<file path="config.mk">
export PLATFORM = sky130hd
export DESIGN_NAME = prog_clock_divider
export DESIGN_NICKNAME = d
export VERILOG_FILES = /design/src/rtl/prog_clock_divider.sv
export SDC_FILE = /design/constraint.sdc
export NUM_CORES = 1
export LEC_CHECK = 0
export CAP_MARGIN = 20
export CORE_ASPECT_RATIO = 0.9
export CORE_MARGIN = 1
export CORE_UTILIZATION = 25
export CTS_BUF_LIST = sky130_fd_sc_hd__clkbuf_8 sky130_fd_sc_hd__clkbuf_16
export DETAILED_ROUTE_END_ITERATION = 16
export PLACE_DENSITY = 0.43
export RECOVER_POWER = 25
export SETUP_SLACK_MARGIN = 0.05
export SLEW_MARGIN = 10
export SYNTH_ARGS = -nofsm -noshare
export SYNTH_HDL_FRONTEND = slang
export SYNTH_SLANG_ARGS = --single-unit
export TNS_END_PERCENT = 100
</file>
<file path="constraint.sdc">
create_clock -name clk -period 3.4 [get_ports clk]
set_input_delay 0.51 -clock clk [delete_from_list [all_inputs] [get_ports clk]]
set_output_delay 0.51 -clock clk [all_outputs]
set_load 0.05 [all_outputs]
</file>
<file path="src/rtl/prog_clock_divider.sv">
// Programmable multi-channel clock divider with TOGGLE, PULSE, STEP and OFF modes.
// All state and outputs are registered; reset is synchronous and active-high.
module prog_clock_divider #(
   parameter int unsigned N_CH        = 4,
   parameter int unsigned CNT_W       = 32,
   parameter int unsigned DEFAULT_DIV = 25000000,
   localparam int unsigned CH_W       = (N_CH > 1) ? $clog2(N_CH) : 1
) (
   input  logic             clk,
   input  logic             reset,
   input  logic             halt,
   input  logic             cfg_we,
   input  logic [CH_W-1:0]  cfg_ch,
   input  logic [CNT_W-1:0] cfg_div,
   input  logic [1:0]       cfg_mode,
   input  logic             step,
   output logic [N_CH-1:0]  clk_out,
   output logic [N_CH-1:0]  tick
);

   typedef enum logic [1:0] {
      ModeToggle = 2'b00,
      ModePulse  = 2'b01,
      ModeStep   = 2'b10,
      ModeOff    = 2'b11
   } mode_e;

   localparam logic [CNT_W-1:0] DefDiv = CNT_W'(DEFAULT_DIV);

   logic [CNT_W-1:0] div_q   [N_CH];
   logic [CNT_W-1:0] div_d   [N_CH];
   logic [CNT_W-1:0] count_q [N_CH];
   logic [CNT_W-1:0] count_d [N_CH];
   mode_e            mode_q  [N_CH];
   mode_e            mode_d  [N_CH];
   logic [N_CH-1:0]  out_q, out_d;
   logic [N_CH-1:0]  tick_q, tick_d;
   logic             step_prev_q, step_prev_d;
   logic             step_edge;
   logic             cfg_hit;

   always_comb begin
      step_edge   = step & ~step_prev_q;
      step_prev_d = step;
      // Out-of-range channel indices are possible when N_CH is not a power of two.
      cfg_hit     = cfg_we && (int'(cfg_ch) < int'(N_CH));
      out_d       = out_q;
      tick_d      = '0;
      for (int i = 0; i < int'(N_CH); i++) begin
         div_d[i]   = div_q[i];
         mode_d[i]  = mode_q[i];
         count_d[i] = count_q[i];
         if (cfg_hit && (int'(cfg_ch) == i)) begin
            // A write beats any terminal event in the same cycle.
            div_d[i]   = cfg_div;
            mode_d[i]  = mode_e'(cfg_mode);
            count_d[i] = '0;
            out_d[i]   = 1'b0;
         end else if (halt) begin
            out_d[i] = 1'b0;
         end else begin
            unique case (mode_q[i])
               ModeToggle: begin
                  if (count_q[i] == div_q[i]) begin
                     count_d[i] = '0;
                     out_d[i]   = ~out_q[i];
                     tick_d[i]  = 1'b1;
                  end else begin
                     count_d[i] = count_q[i] + CNT_W'(1);
                  end
               end
               ModePulse: begin
                  if (count_q[i] == div_q[i]) begin
                     count_d[i] = '0;
                     out_d[i]   = 1'b1;
                     tick_d[i]  = 1'b1;
                  end else begin
                     count_d[i] = count_q[i] + CNT_W'(1);
                     out_d[i]   = 1'b0;
                  end
               end
               ModeStep: begin
                  count_d[i] = '0;
                  out_d[i]   = step_edge;
                  tick_d[i]  = step_edge;
               end
               ModeOff: begin
                  count_d[i] = '0;
                  out_d[i]   = 1'b0;
               end
            endcase
         end
      end
   end

   always_ff @(posedge clk) begin
      if (reset) begin
         for (int i = 0; i < int'(N_CH); i++) begin
            div_q[i]   <= DefDiv;
            mode_q[i]  <= ModeToggle;
            count_q[i] <= '0;
         end
         out_q       <= '0;
         tick_q      <= '0;
         step_prev_q <= 1'b0;
      end else begin
         for (int i = 0; i < int'(N_CH); i++) begin
            div_q[i]   <= div_d[i];
            mode_q[i]  <= mode_d[i];
            count_q[i] <= count_d[i];
         end
         out_q       <= out_d;
         tick_q      <= tick_d;
         step_prev_q <= step_prev_d;
      end
   end

   assign clk_out = out_q;
   assign tick    = tick_q;

endmodule

</file>
# --- Word-level counts from Yosys, hierarchy flattened ---
# Memory sizes are Yosys's and may differ from the RTL's.
# Cells that the tools add are included.
classes:
  n_addsub: 4
  mul: 0
  n_div: 0
  n_lt_le_gt_ge: 0
  eq_ne: 23
  n_shift: 0
  n_mux: 55
  bitwise_logic: 18
  reduce_logical: 21
op_table:
  columns: ["operator", "count"]
  rows:
  - ["$mux W32", 24]
  - ["$pmux W32 S2", 4]
  - ["$add A32 B1 Y32 const B", 4]
  - ["$eq A32 B32 Y1", 4]
  - ["$eq A2 B2 Y1 const B", 10]
  - ["$mux W2", 8]
  - ["$pmux W1 S4", 4]
  - ["$reduce_or A2 Y1", 8]
  - ["$or A1 B1 Y1", 12]
  - ["$reduce_or A3 Y1", 4]
  - ["$mux W1", 11]
  - ["$eq A2 B1 Y1 const B", 5]
  - ["$logic_not A2 Y1", 5]
  - ["$ne A2 B2 Y1 const B", 4]
  - ["$pmux W1 S2", 4]
  - ["$not A1 Y1", 5]
  - ["$logic_and A1 B1 Y1", 4]
  - ["$and A1 B1 Y1", 1]
word_totals:
  regBits: 9
  latch_bits: 0
  mem_bits_rw: 264
  rom_bits: 0
  output_inout_bits: 8
  wordCells: 133
  mem_count: 3
mem_list:
  columns: ["name", "words", "width", "read_ports", "rd_clocked_by_memory_dff", "wr", "line", "source"]
  rows:
  - ["count_q", 4, 32, 4, 0, 4, "32", "logic [CNT_W-1:0] count_q [N_CH];"]
  - ["div_q", 4, 32, 4, 0, 4, "30", "logic [CNT_W-1:0] div_q [N_CH];"]
  - ["mode_q", 4, 2, 4, 0, 4, "34", "mode_e mode_q [N_CH];"]

# --- Longest topological paths before layout ---
depth:
  depth_word: 6
  depth_mapped: 9
  ltp_nobuf: 7

# --- Least setup slack after synthesis ---
# No wires, ideal clock.
synth_path:
  kind: "in2reg"
  startpoint: "input port cfg_ch[0]"
  endpoint: "memory count_q[3][19]"
  arrival_time_ns: 2.156
  t_required_ns: 3.325
  path_slack_ns: 1.169
  path_stages: 9
  n_path_buf: 4
  path_cell_list: "clkbuf_1 and3_1 clkbuf_1 or3_1 a21oi_1 buf_2 buf_1 a21oi_1 o22ai_1"
synth_rtl:
  columns: ["item", "line", "source"]
  rows:
  - ["from (decl)", "13", "input logic [CH_W-1:0] cfg_ch,"]
  - ["to (decl)", "32", null]

==> impl_metrics.ini <==
[min_path]
hold_path.class = input pin to flop

[synth]
synth_cells = 1721
synthMuxAreaShare = 0.0105
synth_top_area_share = 0.404
syn_area_sq_mm = 0.0135
synth-compound-area-share = 0.140
synth-simple-area-share = 0.315
syn-num-nets = 1766
synth-edff-count = 0
synth-xor-area-share = 0.0848
synth_top_cell_by_area = dfxtp_1
synth_common_cells = 394 x nand2_1, 273 x dfxtp_1, 159 x a21oi_1
synthDistinctLibCells = 67
synth_top_family_by_area = simple AND/OR/NAND/NOR gates
netlist_top_cells_area = dfxtp_1 40%, nand2_1 11%, xnor2_1 6.3%
yosysWarnings = 0
seq_area_frac_synth = 0.404
avgSynthCellArea_sq_um = 7.86
yosysMostFrequentCell = nand2_1
synth-async-reset-ratio = 0
ys.flop_type = dfxtp_1
synth.ff_latch_count = 273
synth_fa_ha_area_frac = 0.00370

[worst_setup_path]
startpoint_type = flop
cp.required_ns = 3.81
critical_path_class = flop to flop
crit_chain = xnor2_1 > nand4_1 > nor4_1 > a31o_2 > a21oi_1 > o221a_2
crit_slowest_cell = nor4_1
critPathBufInv = 0
cp_slowest_stage_delay_ns = 0.78
critPathTopFamily = simple AND/OR/NAND/NOR gates
cp_max_fo = 22
end_kind = flop
worstPathArrival_ns = 3.15

[clock_tree]
cts-root-buf = clkbuf_16
cts_setup_buffers = 0
htree_levels = 2
cts_num_sinks = 273
cts.clk_slew.worst_paths_ns = 0.06
cts_tree = done
hold_buffers = 0
insertion_delay_ns = 0.52
numCtsBuffers = 34
ctsResizeCount = 0
cts_buffer_depth = 3

[grt]
grt_use_met2 = 0.251
grt_pass1_wl_microns = 70200
grt.busiest_layer = met2
grt_max_degree = 92
antenna_found_initial = 7
overflow = 0
met1_usage = 0.247
grt_usage = 0.167
grt_util_met3 = 0.0267
grt_pass1_vias = 11480

[route]
vias = 12357
ant_nets = 0
drtIter0Drc = 931
totalWireLength_microns = 46200
drc_errors = 3
routedWlPerCell_microns = 18.8
post_drt_via_cell_ratio = 5.03
drt-pass1-iter-count = 11

[placement]
hpwlAfterDp_microns = 32500
dp.cells = 2397
gp_congestion = 0.782
port_buffers = 48

[finish]
multiInputGateArea_sq_mm = 0.00753
syn2layout_area_growth_pct = 18.2
regArea_sq_mm = 0.00547
utilization = 0.300
fin_nets = 1781
fillCellCount = 5691
layout-drive-gt1-share = 0.0755
final-instance-count-excl-fill = 2459

[sta]
min_period_ns = 2.74
fmax_mhz = 365
worst_slew_pin_slew_ns = 1.63
fin_setup_tns_ns = 0
final-setup-viol-count = 0
fin_skew_ns = 0.0139
drv_slew = 141
rsz0062_at_grt = false
finalCritPeriodShare = 0.806
hold_viol_final = 0
slew_headroom = -0.0889

[die]
initial_core_util = 0.254
core_area_sq_mm = 0.0533
die_h_microns = 223
io_pins = 49
die_w_microns = 247
dieArea_sq_mm = 0.0550
num_rows = 80

[run_status]
violations = design-rule violations, max-capacitance violations, max-slew violations
status = finished with violations

[run]
maxCapViolations = 4

[power]
power_density_mw_per_mm2 = 489
vdd_drop_max_mv = 0.263
power_leakage_nw = 5.42
-- layer usage --
layer  vias to the layer above  wire (microns)
li1                       6069               -
met1                      5953           23000
met2                       280           20000
met3                        53            2390
met4                         2             711
met5                         -              12
-- worst min-delay path, stage by stage --
cell and delay [ns]:
buf_4 0.10, nor2_1 0.08, nand2_1 0.16, nor3_1 0.07
-- cells in the final DEF, fill, tap and decap left out, types with 11 or more instances in the layout --
master and instances:
a21o_1 16, a21oi_1 158, a31oi_1 16, and2_1 11, and3_1 39, buf_4 31
clkbuf_16 37, clkdlybuf4s50_1 44, dfxtp_1 273, inv_1 40, mux2i_1 12, nand2_1 394
nand3_1 110, nand3b_1 59, nand4_1 52, nor2_1 39, nor3_1 11, nor4_1 23
o21ai_0 31, o31ai_1 13, or2_2 12, or3_1 32, or4_1 23, xnor2_1 97
xor2_1 34
-- through the flow --
step	hold WS, ns	power, mW	setup slack (ns)	cell area [sq um]
final	0.449	7.82	0.661	16000
after global routing	0.451	8.11	0.465	16000
after CTS	0.425	7.92	0.676	16000
after detailed placement	0.459	3.99	0.646	14800
after global placement	0.454	3.99	0.675	14800
after floorplan	0.448	3.72	1.17	13500
-- state kept, by name, summed over array words and instances, names as in the netlist --
signal and flops:
count_q 128, div_q 128, clk_out 4, step_prev_q 1, mode_q 8, tick 4
-- power breakdown --
group / switching (mW) / internal (mW) / total (mW)
Sequential: 0.0673 / 3.27 / 3.34
Combinational: 0.369 / 0.210 / 0.579
Clock: 1.49 / 2.41 / 3.90
Total: 1.92 / 5.89 / 7.82
-- cell families after synthesis --
kind of cell / Yosys count
muxes: 14
DFF: 273
adders and majority gates: 4
xor gates and xnor gates: 131
AOI/OAI and AO/OA: 309
and+or+nand+nor: 847
buffers and inverters: 143
-- area by class of cell --
type | instances | share of cell area
diodes | 1 | 0.000157
inverters | 36 | 0.00845
repair buffers | 86 | 0.0487
clock inverters | 14 | 0.00908
well taps | 697 | 0.0545
flip-flops and latches | 273 | 0.342
multi-input cells | 1305 | 0.471
clock buffers | 47 | 0.0665
-- worst paths after layout --
path	startpoint	end	slack, ns	cells after the start
worst min-delay path	reset	clk_out[1]	0.45	4
worst min register to register	div_q[3][17]	div_q[3][17]	0.47	2
worst max-delay path	count_q[0][12]	count_q[0][25]	0.66	6
worst max register to register	count_q[0][12]	count_q[0][25]	0.66	6
No activity file was read; power rests on OpenSTA's default activity.
==> edit 1: new RTL, same settings <==
Put one more register stage on the output `tick`. The value now appears one clock later. The other outputs are not delayed to match.
--- a/src/rtl/prog_clock_divider.sv
+++ b/src/rtl/prog_clock_divider.sv
@@ -118,3 +118,5 @@
    assign clk_out = out_q;
-   assign tick    = tick_q;
+   always_ff @(posedge clk) begin
+      tick <= tick_q;
+   end
 
Check against the original RTL: not equivalent (Yosys sat finds a counterexample within 4 cycles, from zero or initial values and one cycle with reset high).
==> edit 1 against the original RTL <==
The flow finishes with violations (capacitance limit, slew limit). Synthesized area increased by 1.1%. Combinational power decreased by 4.1%. Worst setup slack improved by 0.080 ns. Worst hold slack got worse by 0.12 ns. Power increased by 2.8%. Cell area increased by 0.73%. Sequential cell count increased by 4. Wire length increased by 1.5%.
==> edit 1: results (changes against the original RTL) <==
status: "finished with violations"
violations: "capacitance limit, slew limit"
drv_slew: 70  # -50%
cts_max_level: 2  # unchanged
r2r-start: "count_q[2][10]"
wirelength_mm: 46.9  # +1.5%
grt_pass1_wl_mm: 72.4  # +3.0%
diodes: 0  # -1
n_fill_cell: 5763  # +1.3%
synth_commonest_cells: "421 x nand2_1, 277 x dfxtp_1, 119 x a21oi_1, 104 x nand3_1, 101 x xnor2_1"
gp_congestion: 0.810  # +3.7%
hp-class: "flip-flop to flip-flop"
arrival_ns: 3.13  # -0.02 ns
antenna_found_initial: 0  # -7
slowest_stage: "clkbuf_1"
fin_nets: 1793  # +0.67%
firstDrtPassIters: 7  # -4
cts_made_buffers: 36  # +5.9%
insertion_delay_ns: 0.56  # +0.04 ns
skew_ns: 0.0252  # +0.0113 ns
yosysSeqAreaShare_pct: 40.6  # +0.16 points
fin_cells: 2471  # +0.49%
viasPerCell: 5.04  # +0.22%
max_stage_delay_ns: 1.07  # +0.29 ns
drv_cap: 2  # -2
cp_max_fo: 34  # +55%
slew_headroom_pct: -10.1  # -1.2 points
ys_types: 72  # +7.5%
ys_top_cells_by_area: "dfxtp_1 41%, nand2_1 12%, xnor2_1 6.5%, a21oi_1 4.4%, nand3_1 3.8%"
startpoint: "cfg_ch[0]"
drive_above_1_share_pct: 7.72  # +0.17 points
cellLeakagePower_nw: 5.42  # about the same
grt_max_degree: 77  # -16%
dp_cells: 2407  # +0.42%
avgSynthCellArea_um2: 7.85  # -0.15%
dp_hpwl_mm: 32.8  # +0.96%
drt_iter0_drc: 872  # -6.3%
pre_cts_ws_ns: 0.603  # -0.0433 ns
hold_start: "tick_q[0]"
async_flop_share_pct: 0  # unchanged
track_usage_pct: 16.8  # +0.13 points
critPathTopFamily: "buffers and inverters"
==> edit 1: cell type report <==
type | instances | area share, %
multi-input combinational | 1318 | 46.9
sequential | 277 | 34.4
clock buffer | 45 | 6.43
tap | 697 | 5.41
timing repair buffer | 92 | 4.92
clock inverter | 19 | 1.40
inverter | 23 | 0.536
==> edit 1: routing by layer <==
metal / part of all wire [%] / vias to the layer above / GRT usage, %
met5: 0 / - / 0
li1: - / 6178 / -
met3: 3.8 / 71 / 2.48
met2: 44 / 252 / 26.2
met4: 2.3 / 0 / 4.79
met1: 50 / 5944 / 24.0
==> edit 1: kinds of logic (layout without fill, tap and decap cells) <==
kind of cell               after synthesis  count (layout)  synth area share [%]
and+or+nand+nor                        882             882                  32.1
muxes                                    8               8                 0.613
AOI/OAI and AO/OA                      288             288                  13.3
adders and majority gates                4               4                 0.366
buffers and inverters                  147             179                  4.35
DFF                                    277             277                  40.6
xor gates and xnor gates               136             136                  8.71
==> edit 1: per-stage QoR <==
step	hold WS, ns	power [W]	cell area, um2
6_report	0.329	0.00804	16100
4_1_cts	0.335	0.00816	16100
2_1_floorplan	0.310	0.00375	13700
5_1_grt	0.336	0.00833	16100
3_5_place_dp	0.315	0.00401	14900
3_3_place_gp	0.320	0.00401	14900
==> edit 1: report_power, final <==
part | internal, W | total (W) | switching (W)
sequential | 0.00332 | 0.00339 | 0.0000661
combinational | 0.000192 | 0.000555 | 0.000363
clock | 0.00253 | 0.00410 | 0.00156
total | 0.00604 | 0.00804 | 0.00199
==> edit 1: path summary, 6_finish.rpt <==
check | cells past startpoint | to | slack, ns
setup / recovery | 6 | div_q[1][30] | 0.74
hold / removal | 0 | tick[0] | 0.33
setup reg to reg | 7 | count_q[2][16] | 0.79
hold reg to reg | 0 | tick[0] | 0.33
==> edit 2: new RTL, same flow settings <==
Without the edit above. `CNT_W`: 32 -> 24.
--- a/src/rtl/prog_clock_divider.sv
+++ b/src/rtl/prog_clock_divider.sv
@@ -4,3 +4,3 @@
    parameter int unsigned N_CH        = 4,
-   parameter int unsigned CNT_W       = 32,
+   parameter int unsigned CNT_W       = 24,
    parameter int unsigned DEFAULT_DIV = 25000000,
Interface: changed (resized cfg_div); port bits go from 49 to 41. No check against the original RTL was run, so the function may have changed too.
==> edit 2 against the original RTL <==
The flow finishes with violations (capacitance limit, slew limit). Power down 28%. Sequential share of layout area rose by 0.43 points. Critical path depth unchanged. Synthesized cell count down 24%. Synthesized area is 23% lower. Final cell count decreased by 23%. Count of clock-buffer cells in the layout decreased by 16. Cell area shrank 24%. Clock power is 33% lower. Wire length shrank 30%. Worst setup slack improved by 0.19 ns. Sequential cell count down 64.
==> edit 2: results (changes against the original RTL) <==
nMultiInputCombCells: 1007  # -23%
drv_cap: 1  # -3
power_density_nw_per_um2: 463  # -5.4%
nClkBuffers: 31  # -34%
wl_per_cell_um: 17.1  # -8.8%
drt_iter0_drc: 597  # -36%
globalRouteMet2Util_pct: 23.4  # -1.7 points
cellLeakagePower_nw: 4.13  # -24%
slowest_stage: "o21ai_1"
clkPwrFrac_pct: 46.6  # -3.2 points
drt-met1-wl_mm: 15.5  # -33%
buffers: 64  # -26%
clock_cell_area_share_pct: 6.59  # -0.97 points
pre_cts_ws_ns: 0.604  # -0.0421 ns
wl_met2_mm: 14.0  # -30%
synth_commonest_cells: "309 x nand2_1, 209 x dfxtp_1, 122 x a21oi_1, 78 x xnor2_1, 69 x clkbuf_1"
avgSynthCellArea_um2: 7.90  # +0.47%
whs_endpoint: "count_q[1][14]"
seq_share_pct: 34.6  # +0.43 points
cp_max_fo: 13  # -41%
r2r_end: "count_q[2][13]"
min_path_cells: 3  # -1
hold_start: "halt"
status: "finished with violations"
dr_wl_met3_mm: 2.02  # -15%
ys_top_cells_by_area: "dfxtp_1 40%, nand2_1 11%, xnor2_1 6.6%, a21oi_1 5.9%, nand3b_1 3.6%"
grt_pass1_vias: 8679  # -24%
diodes: 0  # -1
ys_ff_latch: 209  # -23%
r2r_slack_ns: 0.85  # +0.19 ns
grt_pass1_wl_mm: 50.6  # -28%
skew_ns: 0.0116  # -0.00238 ns
antenna_found_initial: 1  # -6
r2r-start: "count_q[2][5]"
dp_hpwl_mm: 23.0  # -29%
firstDrtPassIters: 7  # -4
fin_cells: 1882  # -23%
track_usage_pct: 15.2  # -1.5 points
portBuffers: 40  # -17%
cts_max_level: 1  # -1
n_fill_cell: 4481  # -21%
drv_slew: 44  # -69%
ys_types: 60  # -10%
violations: "capacitance limit, slew limit"
viasPerCell: 4.81  # -4.2%
edit 2: logic make-up (layout without fill, tap and decap cells):
group	Yosys count	after routing	share of synthesized area (%)
AOI/OAI and AO/OA	227	227	13.1
xor gates and xnor gates	108	108	9.10
adders and majority gates	4	4	0.482
buffers and inverters	100	126	3.95
DFF	209	209	40.3
muxes	30	30	2.90
and+or+nand+nor	638	638	30.2
edit 2: worst max-delay path by stage:
stage                              from             end  slack [ns]  cells after the start
after floorplan                  cfg_we  count_q[3][15]        1.21                     10
after global placement        cfg_ch[0]  count_q[2][23]        0.63                      8
after detailed placement      cfg_ch[0]  count_q[2][23]        0.60                      8
after CTS                 count_q[2][5]  count_q[2][13]        0.83                      6
after global routing      count_q[2][5]  count_q[2][13]        0.57                      6
final                     count_q[2][5]  count_q[2][13]        0.85                      6
